<file path="src/rtl/agg_acc_array_if.sv">
// Beat/result handshake bundle for the per-channel group accumulator.
// The master drives beats and out_ready; the slave returns results.
interface agg_acc_array_if #(
    parameter int N     = 12,
    parameter int CH    = 4,
    parameter int LEN_W = 4
) ();
    logic              in_valid;
    logic              in_ready;
    logic [CH*N-1:0]   in_data;
    logic [LEN_W-1:0]  len;
    logic              act_en;
    logic              out_valid;
    logic              out_ready;
    logic [CH*N-1:0]   out_data;
    logic [CH-1:0]     out_sat;

    modport master (
        output in_valid, in_data, len, act_en, out_ready,
        input  in_ready, out_valid, out_data, out_sat
    );

    modport slave (
        input  in_valid, in_data, len, act_en, out_ready,
        output in_ready, out_valid, out_data, out_sat
    );
endinterface

</file>
<file path="src/rtl/agg_acc_array.sv">
// Multi-channel group accumulator: sums len+1 signed beats per channel, then
// presents a saturated (optionally ReLU-clamped) result held under backpressure.
module agg_acc_array #(
    parameter int N     = 12,
    parameter int CH    = 4,
    parameter int LEN_W = 4
) (
    input  logic             clk,
    input  logic             rst_n,
    input  logic             clear,
    agg_acc_array_if.slave   bus
);
    localparam int ACC_W = N + LEN_W;

    localparam logic [1:0] ST_IDLE = 2'd0;
    localparam logic [1:0] ST_ACC  = 2'd1;
    localparam logic [1:0] ST_OUT  = 2'd2;

    localparam logic signed [ACC_W-1:0] SAT_MAX = {{(LEN_W+1){1'b0}}, {(N-1){1'b1}}};
    localparam logic signed [ACC_W-1:0] SAT_MIN = {{(LEN_W+1){1'b1}}, {(N-1){1'b0}}};

    logic [1:0]               state_r;
    logic [LEN_W-1:0]         cnt_r;
    logic [LEN_W-1:0]         len_r;
    logic                     act_en_r;
    logic signed [ACC_W-1:0]  acc_r [CH];
    logic [CH*N-1:0]          out_data_r;
    logic [CH-1:0]            out_sat_r;
    logic                     out_valid_r;
    logic                     in_ready_r;

    logic                     accept_s;
    logic                     relu_s;
    logic                     last_s;
    logic [LEN_W-1:0]         cnt_inc_s;
    logic signed [ACC_W-1:0]  ext_s [CH];
    logic signed [ACC_W-1:0]  sum_s [CH];
    logic [CH*N-1:0]          res_data_s;
    logic [CH-1:0]            res_sat_s;

    // Returns {sat_flag, data}; a negative sum with ReLU on is zero, never a clip.
    function automatic logic [N:0] sat_relu(input logic signed [ACC_W-1:0] a,
                                            input logic relu);
        logic [N:0] r;
        if (relu && a[ACC_W-1]) begin
            r = {1'b0, {N{1'b0}}};
        end else if (a > SAT_MAX) begin
            r = {1'b1, SAT_MAX[N-1:0]};
        end else if (a < SAT_MIN) begin
            r = {1'b1, SAT_MIN[N-1:0]};
        end else begin
            r = {1'b0, a[N-1:0]};
        end
        return r;
    endfunction

    assign accept_s  = bus.in_valid & in_ready_r;
    assign cnt_inc_s = cnt_r + {{(LEN_W-1){1'b0}}, 1'b1};

    // Next accumulator value and the result it would produce if this beat ends the group.
    always_comb begin
        res_data_s = {(CH*N){1'b0}};
        res_sat_s  = {CH{1'b0}};
        if (state_r == ST_IDLE) begin
            relu_s = bus.act_en;
            last_s = (bus.len == {LEN_W{1'b0}});
        end else begin
            relu_s = act_en_r;
            last_s = (cnt_inc_s == len_r);
        end
        for (int k = 0; k < CH; k++) begin
            ext_s[k] = {{LEN_W{bus.in_data[k*N+N-1]}}, bus.in_data[k*N +: N]};
            if (state_r == ST_IDLE) begin
                sum_s[k] = ext_s[k];
            end else begin
                sum_s[k] = acc_r[k] + ext_s[k];
            end
            {res_sat_s[k], res_data_s[k*N +: N]} = sat_relu(sum_s[k], relu_s);
        end
    end

    // Group FSM; result registers are loaded on the final beat so they are stable in OUT.
    always_ff @(posedge clk or negedge rst_n) begin
        if (!rst_n) begin
            state_r     <= ST_IDLE;
            cnt_r       <= {LEN_W{1'b0}};
            len_r       <= {LEN_W{1'b0}};
            act_en_r    <= 1'b0;
            out_data_r  <= {(CH*N){1'b0}};
            out_sat_r   <= {CH{1'b0}};
            out_valid_r <= 1'b0;
            in_ready_r  <= 1'b1;
            for (int k = 0; k < CH; k++) acc_r[k] <= {ACC_W{1'b0}};
        end else if (clear) begin
            state_r     <= ST_IDLE;
            cnt_r       <= {LEN_W{1'b0}};
            len_r       <= {LEN_W{1'b0}};
            act_en_r    <= 1'b0;
            out_data_r  <= {(CH*N){1'b0}};
            out_sat_r   <= {CH{1'b0}};
            out_valid_r <= 1'b0;
            in_ready_r  <= 1'b1;
            for (int k = 0; k < CH; k++) acc_r[k] <= {ACC_W{1'b0}};
        end else begin
            case (state_r)
                ST_IDLE, ST_ACC: begin
                    if (accept_s) begin
                        acc_r <= sum_s;
                        if (state_r == ST_IDLE) begin
                            cnt_r    <= {LEN_W{1'b0}};
                            len_r    <= bus.len;
                            act_en_r <= bus.act_en;
                        end else begin
                            cnt_r    <= cnt_inc_s;
                        end
                        if (last_s) begin
                            state_r     <= ST_OUT;
                            out_valid_r <= 1'b1;
                            in_ready_r  <= 1'b0;
                            out_data_r  <= res_data_s;
                            out_sat_r   <= res_sat_s;
                        end else begin
                            state_r     <= ST_ACC;
                        end
                    end
                end
                ST_OUT: begin
                    if (bus.out_ready) begin
                        state_r     <= ST_IDLE;
                        out_valid_r <= 1'b0;
                        in_ready_r  <= 1'b1;
                        out_data_r  <= {(CH*N){1'b0}};
                        out_sat_r   <= {CH{1'b0}};
                    end
                end
                default: begin
                    state_r     <= ST_IDLE;
                    out_valid_r <= 1'b0;
                    in_ready_r  <= 1'b1;
                    out_data_r  <= {(CH*N){1'b0}};
                    out_sat_r   <= {CH{1'b0}};
                end
            endcase
        end
    end

    assign bus.in_ready  = in_ready_r;
    assign bus.out_valid = out_valid_r;
    assign bus.out_data  = out_data_r;
    assign bus.out_sat   = out_sat_r;
endmodule

</file>
<file path="src/flat_wrapper.sv">
// flat-port wrapper written by rule: the top's interface ports become plain ports
module agg_acc_array_flat 
#(
    parameter int N     = 12,
    parameter int CH    = 4,
    parameter int LEN_W = 4
)
  (clk, rst_n, clear, bus_in_valid, bus_in_data, bus_len, bus_act_en, bus_out_ready, bus_in_ready, bus_out_valid, bus_out_data, bus_out_sat);
  agg_acc_array_if #(.N(N), .CH(CH), .LEN_W(LEN_W)) bus_i ();
  input  logic clk;
  input  logic rst_n;
  input  logic clear;
  input wire logic [$bits(bus_i.in_valid)-1:0] bus_in_valid;
  input wire logic [$bits(bus_i.in_data)-1:0] bus_in_data;
  input wire logic [$bits(bus_i.len)-1:0] bus_len;
  input wire logic [$bits(bus_i.act_en)-1:0] bus_act_en;
  input wire logic [$bits(bus_i.out_ready)-1:0] bus_out_ready;
  output wire logic [$bits(bus_i.in_ready)-1:0] bus_in_ready;
  output wire logic [$bits(bus_i.out_valid)-1:0] bus_out_valid;
  output wire logic [$bits(bus_i.out_data)-1:0] bus_out_data;
  output wire logic [$bits(bus_i.out_sat)-1:0] bus_out_sat;
  assign bus_i.in_valid = bus_in_valid;
  assign bus_i.in_data = bus_in_data;
  assign bus_i.len = bus_len;
  assign bus_i.act_en = bus_act_en;
  assign bus_i.out_ready = bus_out_ready;
  assign bus_in_ready = bus_i.in_ready;
  assign bus_out_valid = bus_i.out_valid;
  assign bus_out_data = bus_i.out_data;
  assign bus_out_sat = bus_i.out_sat;
  agg_acc_array #(.N(N), .CH(CH), .LEN_W(LEN_W)) u_core (.clk(clk), .rst_n(rst_n), .clear(clear), .bus(bus_i));
endmodule
</file>
<file path="config.mk">
export PLATFORM = sky130hd
export DESIGN_NAME = agg_acc_array_flat
export DESIGN_NICKNAME = d
export VERILOG_FILES = /design/src/rtl/agg_acc_array_if.sv /design/src/rtl/agg_acc_array.sv /design/src/flat_wrapper.sv
export SDC_FILE = /design/constraint.sdc
export NUM_CORES = 1
export LEC_CHECK = 0
export BUFFER_PORTS_ARGS = -buffer_cell sky130_fd_sc_hd__buf_2
export CAP_MARGIN = 30
export CORE_MARGIN = 8
export CORE_UTILIZATION = 60
export CTS_CLUSTER_SIZE = 16
export DETAILED_ROUTE_END_ITERATION = 10
export HOLD_SLACK_MARGIN = 0.15
export MAX_ROUTING_LAYER = met4
export PLACE_DENSITY = 0.82
export SKIP_CTS_REPAIR_TIMING = 1
export SYNTH_ARGS = -nofsm -noshare
export SYNTH_HDL_FRONTEND = slang
export SYNTH_SLANG_ARGS = --single-unit
</file>
<file path="constraint.sdc">
create_clock -name clk -period 4.35 [get_ports clk]
set_input_delay 0.87 -clock clk [delete_from_list [all_inputs] [get_ports clk]]
set_output_delay 0.87 -clock clk [all_outputs]
set_load 0.01 [all_outputs]
</file>
=== After elaboration in Yosys (flattened, before gate mapping) ===
Cells that the tools add are included.

* Register bits after elaboration: 129
* Latch bits: 0
* RAM bits: 0
* Memory bits (read-only): 0
* Output and inout bits: 54
* Memories kept: 0

* $add $sub $neg: 5
* Multiply operators: 0
* Divide/modulo/power cells: 0
* Magnitude comparators: 8
* Eq/ne operators: 6
* Shift operators: 0
* Multiplexer cells: 57
* Bitwise gates (word level): 1
* Reductions and logical operators: 14

{| class="wikitable"
|+ Operator list
! operator !! number
|-
| two-way mux 48 bit || 4
|-
| two-way mux 64 bit || 3
|-
| two-way mux 13 bit || 12
|-
| case mux 48 bit (2 select lines) || 1
|-
| adder 16 x 12 -> 16 bit || 4
|-
| greater-than comparator 16 x 12 -> 1 bit (second input constant) || 4
|-
| less-than comparator 16 x 12 -> 1 bit (second input constant) || 4
|-
| two-way mux 16 bit || 4
|-
| two-way mux 4 bit || 12
|-
| two-way mux 1 bit || 13
|-
| two-way mux 2 bit || 4
|-
| case mux 4 bit (2 select lines) || 1
|-
| inequality test 3 x 2 -> 1 bit (second input constant) || 2
|-
| AND reduction 3 bit || 2
|-
| nonzero test 2 bit || 3
|-
| adder 4 x 1 -> 4 bit (second input constant) || 1
|-
| equality test 4 bit || 1
|-
| logical AND 1 bit || 4
|-
| logical NOT 4 bit || 1
|-
| case mux 1 bit (2 select lines) || 2
|-
| case mux 2 bit (2 select lines) || 1
|-
| AND reduction 2 bit || 2
|-
| inequality test 3 bit (second input constant) || 1
|-
| equality test 2 x 1 -> 1 bit (second input constant) || 1
|-
| 4 further kinds || 4
|}

=== Longest topological paths before layout ===
Gate-level depths: netlist of run 1.

* Depth after elaboration: 10
* Mapped depth: 11
* Depth with buffers taken out: 10

=== Least setup slack after synthesis of run 1 ===
OpenSTA, ideal clock, no wires.

* Kind: input port to flip-flop
* Start point: in bus_in_data[24]
* End point: reg u_core.out_data_r[34], in the netlist u_core.bus.out_data[34]
* Setup time: 0.127 ns
* Arrival: 3.445 ns
* Slack: 0.779 ns
* Stages on the path: 10
* Cell sequence: ha_1 fa_1 a211o_1 a21o_1 nand4_1 a311oi_1 or3_1 o311ai_2 nor2_1 a221o_2

* Longest elaborated chain between the ends: 10
* Elaborated cells on any way between the ends: 12
* Classes of those cells: add/sub (1); order compare (2); mux (8); reduce/logical (1)

{| class="wikitable"
|+ Ends and longest elaborated chain
! item !! RTL line !! source
|-
| from (decl) || flat_wrapper.sv:14 || <nowiki>input wire logic [$bits(bus_i.in_data)-1:0] bus_in_data;</nowiki>
|-
| adder 16 x 12 -> 16 bit || agg_acc_array.sv:76 || <nowiki>sum_s[k] = acc_r[k] + ext_s[k];</nowiki>
|-
| two-way mux 16 bit * || agg_acc_array.sv:73 || <nowiki>if (state_r == ST_IDLE) begin</nowiki>
|-
| less-than comparator 16 x 12 -> 1 bit || agg_acc_array.sv:49 || <nowiki>end else if (a < SAT_MIN) begin</nowiki>
|-
| two-way mux 13 bit || agg_acc_array.sv:49 ||
|-
| two-way mux 13 bit || agg_acc_array.sv:47 || <nowiki>end else if (a > SAT_MAX) begin</nowiki>
|-
| two-way mux 13 bit * || agg_acc_array.sv:45 || <nowiki>if (relu && a[ACC_W-1]) begin</nowiki>
|-
| two-way mux 48 bit * || agg_acc_array.sv:116 || <nowiki>if (last_s) begin</nowiki>
|-
| two-way mux 48 bit * || agg_acc_array.sv:107 || <nowiki>if (accept_s) begin</nowiki>
|-
| case mux 48 bit (2 select lines) * || agg_acc_array.sv:105 || <nowiki>case (state_r)</nowiki>
|-
| two-way mux 48 bit * || agg_acc_array.sv:94 || <nowiki>end else if (clear) begin</nowiki>
|-
| to (signal assigned) || agg_acc_array.sv:89 || <nowiki>out_data_r <= {(CH*N){1'b0}};</nowiki>
|-
| to (signal assigned) || agg_acc_array.sv:99 || <nowiki>out_data_r <= {(CH*N){1'b0}};</nowiki>
|-
| to (signal assigned) || agg_acc_array.sv:120 || <nowiki>out_data_r <= res_data_s;</nowiki>
|-
| to (decl) || agg_acc_array.sv:27 || <nowiki>logic [CH*N-1:0] out_data_r;</nowiki>
|}

Mark *: on every way between the ends. The rest lies on a longest branch, timed or not. The select of a mux whose other input is x is not followed.
A chain may end at the register's enable or synchronous reset.

=== Final worst setup path of run 1 ===
* Start point: in bus_in_data[20]
* End point: reg u_core.out_data_r[21], in the netlist u_core.bus.out_data[21]

The elaborated chain is that of the path after synthesis.

==> metrics.yaml, run 1 <==
worst_setup_path:
  rr_endpoint: "u_core.bus.out_data[21]$_DFFE_PN0P_"
  end_kind: "flop"
  slowest_delay_ps: 510
  path_cells: "buf_2 > ha_1 > nand2_1 > a2111oi_1 > o21ai_0 > a21boi_0 > nor2_1 > nor2_1 > o221ai_1 > buf_4 > o21ai_0"
  worst_setup_path_start_kind: "input pin"
  reg2reg_from: "u_core.acc_r[40]$_DFFE_PN0P_"
  arrival_ps: 3950
  ff2ff_setup_slack_ps: 900
  cpMaxStageDelayCell: "a21boi_0"
  critPathCapture: "u_core.bus.out_data[21]$_DFFE_PN0P_"
  crit_type: "in -> reg"
  rr_worst_depth: 10
  worstPathRequired_ps: 4680
  critPathLaunch: "bus_in_data[20]"
  cp_max_fo: 9
global_route:
  grt_pass1_vias: 8279
  grtUsageTotal_pct: 26.2
  grt_pass1_wl_mm: 41.0
  antenna_found_initial: 0
  grt_overflow: 0
  grt_max_degree: 63
final_layout:
  fillers: 1227
  nNetsFinal: 1278
  area_growth_pct: 14.5
  multi_input_area_um2: 5640
  final_layout_size_suffix_gt1_share_pct: 16.8
  seqCellArea_um2: 3230
  antennaDiodeCount: 0
drt:
  firstDrtPassIters: 6
  wirelength_mm: 24.9
  viasPerCell: 6.37
  drtAntennaViolNets: 0
  vias: 8633
  routedWlPerCell_um: 18.3
  post-route-drc-count: 0
  drt_iter0_drc: 642
synthesis:
  synth.most_common_cell: "dfrtp_1"
  syn_inst: 1060
  synth_top_area_share_pct: 35.0
  synth_ff_type: "dfrtp_1"
  yosys.area.top_type: "dfrtp_1"
  ys_seq_area_share_pct: 35.3
  synthDistinctLibCells: 85
  synth_edf_count: 0
  yosysWarnings: 0
  synth-async-reset-ratio_pct: 100
  synth_area_leaders: "dfrtp_1 (35%), ha_1 (8.3%), a21oi_1 (5.2%), nor2_1 (5.2%), nand2_1 (5.1%)"
  syn-cell-area_um2: 9160
  avgSynthCellArea_um2: 8.64
  ys_top_cells_by_count: "dfrtp_1 (128), nor2_1 (126), nand2_1 (125)"
  syn_nets: 1183
  ys_seq_elements: 129
pwr:
  seq_power_share_pct: 33.3
  power.switching_mw: 1.37
  power-per-cell-area_nw_per_um2: 386
  vdd_drop_max_v: 0.000353
  p_comb_share_pct: 31.4
  finalPower_mw: 4.04
  clkPwrFrac_pct: 35.3
  p_leak_nw: 5.20
  p_sw_share_pct: 34.0
  internal_power_mw: 2.67
timing:
  slew-limit-headroom_pct: 33.7
  period_needed_ps: 3610
  setup_tns_ps: 0
  finalClockSkew_ps: 7.68
  setup_violations: 0
  finalHoldViolations: 0
  fin_crit_sh_pct: 83.1
  rsz0062_at_grt: "false"
  holdWs_ps: 367
  fmax_mhz: 277
  worstMarginPinSlew_ps: 995
  slew_viol_final: 0
floorplanning:
  die_w_um: 140
  die_area_um2: 19500
  ios: 112
  die_h_um: 140
  num_rows: 45
  initial_core_util_pct: 60.9
  coreArea_um2: 15000
clocking:
  numCtsBuffers: 17
  cts.clk_slew.worst_paths_ps: 60
  clock-root-buffer: "clkbuf_16"
  cts.htree.levels: 4
  cts_tree: "done"
  cts.sinks: 129
  clk_path_buf_depth: 2
  insertion_delay_ps: 430
run_status:
  status: "completed"
place:
  place_hpwl_mm: 17.7
  port_buffers: 111
  place.gp.congestion: 0.973
job:
  drv_cap: 0
hold_path:
  min_path_type: "in -> async"
## layout by cell type (no fill, tap or decap), types with 7 or more instances in the layout
master	instances
dfrtp_1	128
nand2_1	125
nor2_1	123
buf_2	110
a21oi_1	95
o21ai_0	63
ha_1	61
a211oi_1	34
xnor2_1	26
nor3_1	25
a22o_1	23
a21o_1	22
xor2_1	20
buf_4	20
mux2i_1	17
clkbuf_16	17
nand3_1	16
o211ai_1	16
inv_1	15
o22ai_1	14
nand4_1	13
a221o_1	10
o21a_1	8
a31oi_1	7
and2_1	7
## metal layers
| metal | track usage (%) | wire, um |
|---|---|---|
| met1 | 32.7 | 11100 |
| met4 | 8.91 | 586 |
| met5 | - | 0 |
| met3 | 5.27 | 1300 |
| met2 | 41.9 | 11800 |
## how the worst min path moves through the flow
stage / from / endpoint
2_1_floorplan: u_core.bus.in_ready$_DFFE_PN1P_ / u_core.bus.in_ready$_DFFE_PN1P_
3_3_place_gp: u_core.bus.in_ready$_DFFE_PN1P_ / u_core.bus.in_ready$_DFFE_PN1P_
3_5_place_dp: u_core.bus.out_data[19]$_DFFE_PN0P_ / u_core.bus.out_data[19]$_DFFE_PN0P_
4_1_cts: rst_n / u_core.bus.out_data[5]$_DFFE_PN0P_
5_1_grt: rst_n / u_core.bus.out_data[5]$_DFFE_PN0P_
6_report: rst_n / u_core.bus.out_data[5]$_DFFE_PN0P_
## cells by family (layout without fill, tap and decap cells)
kind of cell             count (synthesis)  in the layout  share of synthesized area [%]
AO/OA/AOI/OAI                          370            370                           27.6
XOR/XNOR                                48             48                           4.89
adder cells (fa/ha/maj)                 65             65                           9.21
buffers and inverters                   71            179                           3.48
flip-flops                             129            129                           35.3
multiplexers                            17             17                           1.86
AND/OR/NAND/NOR                        360            360                           17.7
## power groups by stage
| stage | clock network, mW | registers [mW] | logic [mW] |
|---|---|---|---|
| 3_5_place_dp | 0 | 1.36 | 1.24 |
| 4_1_cts | 1.43 | 1.34 | 1.25 |
| 3_3_place_gp | 0 | 1.36 | 1.21 |
| 5_1_grt | 1.49 | 1.35 | 1.40 |
| 2_1_floorplan | 0 | 1.35 | 0.929 |
| 6_report | 1.43 | 1.34 | 1.27 |
## state kept, by name (all words and copies together), names as in the netlist
name and cells:
u_core.acc_r 64, u_core.act_en_r 1, u_core.bus.in_ready 1, u_core.bus.out_data 48, u_core.bus.out_sat 4, u_core.bus.out_valid 1, u_core.cnt_r 4, u_core.len_r 4
u_core.state_r 2
## stage by stage
step	setup slack [ps]	utilization, %	cells	cell area, um2
6_report	735	69.7	1356	10500
4_1_cts	828	69.7	1356	10500
3_3_place_gp	470	65.7	1323	9870
3_5_place_dp	421	65.8	1324	9900
5_1_grt	481	69.7	1356	10500
2_1_floorplan	779	-	1060	9160
## critical path: cells and delay by family
kind | cells | cell delay (ps)
compound gates | 5 | 1700
simple gates | 3 | 610
fa+ha+maj | 1 | 410
buf+inv | 2 | 350
## area by class of cell
class	instances	area share [%]
inverters	15	0.537
clock buffers	23	4.56
multi-input cells	860	53.8
flip-flops and latches	129	30.8
well taps	188	2.24
clock inverters	9	1.01
repair buffers	132	7.06
No activity file was read; power rests on OpenSTA's default activity.
==> run 2, diff against run 1 <==
clock period = 3.5 ns   (was 4.35 ns; I/O delays follow)
==> run 2 against run 1 <==
Compared with the run above: critical path depth is 1 lower; non-clock buffer count rose by 58; clock power up 40%; total power up 33%; cell count up 4.3%; sequential share of layout area down 1.4 points; setup slack lost 580 ps; global-route usage increased by 1.4 points; critical endpoint is now u_core.bus.out_data[34]$_DFFE_PN0P_; largest cell class unchanged; largest power group unchanged; highest routed layer unchanged.
==> metrics.yaml, run 2 (synthesis gave the netlist of run 1 again) <==
drt:
  post-route-drc-count: 0  # unchanged
  drt_iter0_drc: 612  # -4.7%
  wirelength_mm: 25.9  # +4.3%
  drtAntennaViolNets: 0  # unchanged
  viasPerCell: 6.28  # -1.4%
  vias: 8876  # +2.8%
  routedWlPerCell_um: 18.3  # about the same
  firstDrtPassIters: 5  # -1
timing:
  finalClockSkew_ps: 10.5  # +2.83 ps
  setup_violations: 0  # unchanged
  slew-limit-headroom_pct: 47.1  # +13 points
  fmax_mhz: 299
  rsz0062_at_grt: "false"
  fin_ws_ps: 160  # -575 ps
  fin_crit_sh_pct: 95.4
  period_needed_ps: 3340
  worstMarginPinSlew_ps: 791  # -204 ps
  finalHoldViolations: 0  # unchanged
  slew_viol_final: 0  # unchanged
  holdWs_ps: 222  # -144 ps
floorplanning:
  num_rows: 45  # unchanged
  coreArea_um2: 15000  # unchanged
  die_w_um: 140  # unchanged
  initial_core_util_pct: 60.9  # unchanged
  ios: 112  # unchanged
  die_area_um2: 19500  # unchanged
  die_h_um: 140  # unchanged
final_layout:
  final_layout_size_suffix_gt1_share_pct: 21.0  # +4.2 points
  largest_register_ffs: 64  # unchanged
  antennaDiodeCount: 0  # unchanged
  fin_cells: 1414  # +4.3%
  fin_util_pct: 73.1  # +3.4 points
  final_common_cell: "dfrtp_1"
  area_growth_pct: 20.0
  largest_register: "u_core.acc_r"
  nNetsFinal: 1336  # +4.5%
  final_cell_mix: "dfrtp_1 (128), nand2_1 (125), nor2_1 (123)"
worst_setup_path:
  arrival_ps: 3640  # -310 ps
  end_kind: "flop"
  cpMaxStageDelayCell: "a221o_2"
  path_cells: "ha_1 > fa_1 > a211o_1 > a211oi_1 > o32ai_1 > a41oi_1 > mux2i_1 > a311o_1 > o211a_1 > a221o_2"
  slowest_delay_ps: 410  # -100 ps
  cp_max_fo: 11  # +2
  crit_type: "reg -> reg"
  worst_setup_path_start_kind: "flop"
  worstPathRequired_ps: 3800  # -880 ps
job:
  drv_cap: 0  # unchanged
pwr:
  vdd_drop_max_v: 0.000377  # +6.8%
  finalPower_mw: 5.37  # +33%
  p_leak_nw: 5.52  # +6.1%
  power-per-cell-area_nw_per_um2: 489  # +27%
hold_path:
  min_path_type: "in -> async"
clocking:
  clk_path_buf_depth: 2  # unchanged
  clock-root-buffer: "clkbuf_16"
  cts.clk_slew.worst_paths_ps: 60  # about the same
  numCtsBuffers: 17  # unchanged
  insertion_delay_ps: 430  # about the same
  cts.sinks: 129  # unchanged
  cts.htree.levels: 4  # unchanged
  cts_tree: "done"
place:
  place.gp.congestion: 1.01  # +3.4%
  place_ws_ps: -192  # -613 ps
  place_hpwl_mm: 18.8  # +6.1%
  port_buffers: 111  # unchanged
  place_inst: 1382  # +4.4%
global_route:
  grtUsageTotal_pct: 27.6  # +1.4 points
  grt_max_degree: 58  # -7.9%
  grt_overflow: 0  # unchanged
  grt_pass1_vias: 8998  # +8.7%
  grt_pass1_wl_mm: 43.4  # +6.0%
  antenna_found_initial: 0  # unchanged
run_status:
  status: "completed"
run 2: critical path: cells and delay by family (launching register included):
kind / cells / cell delay (ps)
AOI/OAI and AO/OA: 7 / 2030
adders and majority gates: 2 / 630
DFF: 1 / 390
muxes: 1 / 160
run 2: path summary, 6_finish.rpt:
kind | from | to | slack, ps | cells past startpoint
setup / recovery | u_core.acc_r[16]$_DFFE_PN0P_ | u_core.bus.out_data[34]$_DFFE_PN0P_ | 160 | 10
hold / removal | rst_n | u_core.acc_r[55]$_DFFE_PN0P_ | 220 | 1
setup reg to reg | u_core.acc_r[16]$_DFFE_PN0P_ | u_core.bus.out_data[34]$_DFFE_PN0P_ | 160 | 10
hold reg to reg | u_core.bus.in_ready$_DFFE_PN1P_ | u_core.bus.in_ready$_DFFE_PN1P_ | 490 | 2
max in group asynchronous | rst_n | u_core.acc_r[44]$_DFFE_PN0P_ | 2590 | 2
min in group clk | u_core.bus.in_ready$_DFFE_PN1P_ | u_core.bus.in_ready$_DFFE_PN1P_ | 490 | 2
run 2: layout make-up:
| type | count | area [um2] |
|---|---|---|
| multi-input cells | 860 | 5640 |
| fillers | 1183 | 4050 |
| flip-flops and latches | 129 | 3230 |
| repair buffers | 190 | 1170 |
| clock buffers | 19 | 453 |
| well taps | 188 | 235 |
| clock inverters | 13 | 209 |
| inverters | 15 | 56.3 |
run 2: where the power goes:
group          leakage [nW]  total [mW]  internal (mW)  switching (mW)
sequential             1.73        1.67           1.59          0.0765
clock                 0.315        2.00           1.30           0.701
combinational          3.47        1.70          0.709           0.991
total                  5.52        5.37           3.61            1.77
run 2: layer usage:
layer  GRT usage, %  part of all wire, %  wire [um]
met3           4.82                  5.2       1350
met4           9.09                  2.0        517
met1           33.6                   44      11400
met5              -                    0          0
met2           45.9                   49      12600
run 2: per-stage QoR:
stage	setup TNS, ps	instance area (um2)
floorplan	0	9160
global placement	-91.3	10300
detailed placement	-2070	10300
CTS	0	11000
global route	0	11000
finish	0	11000
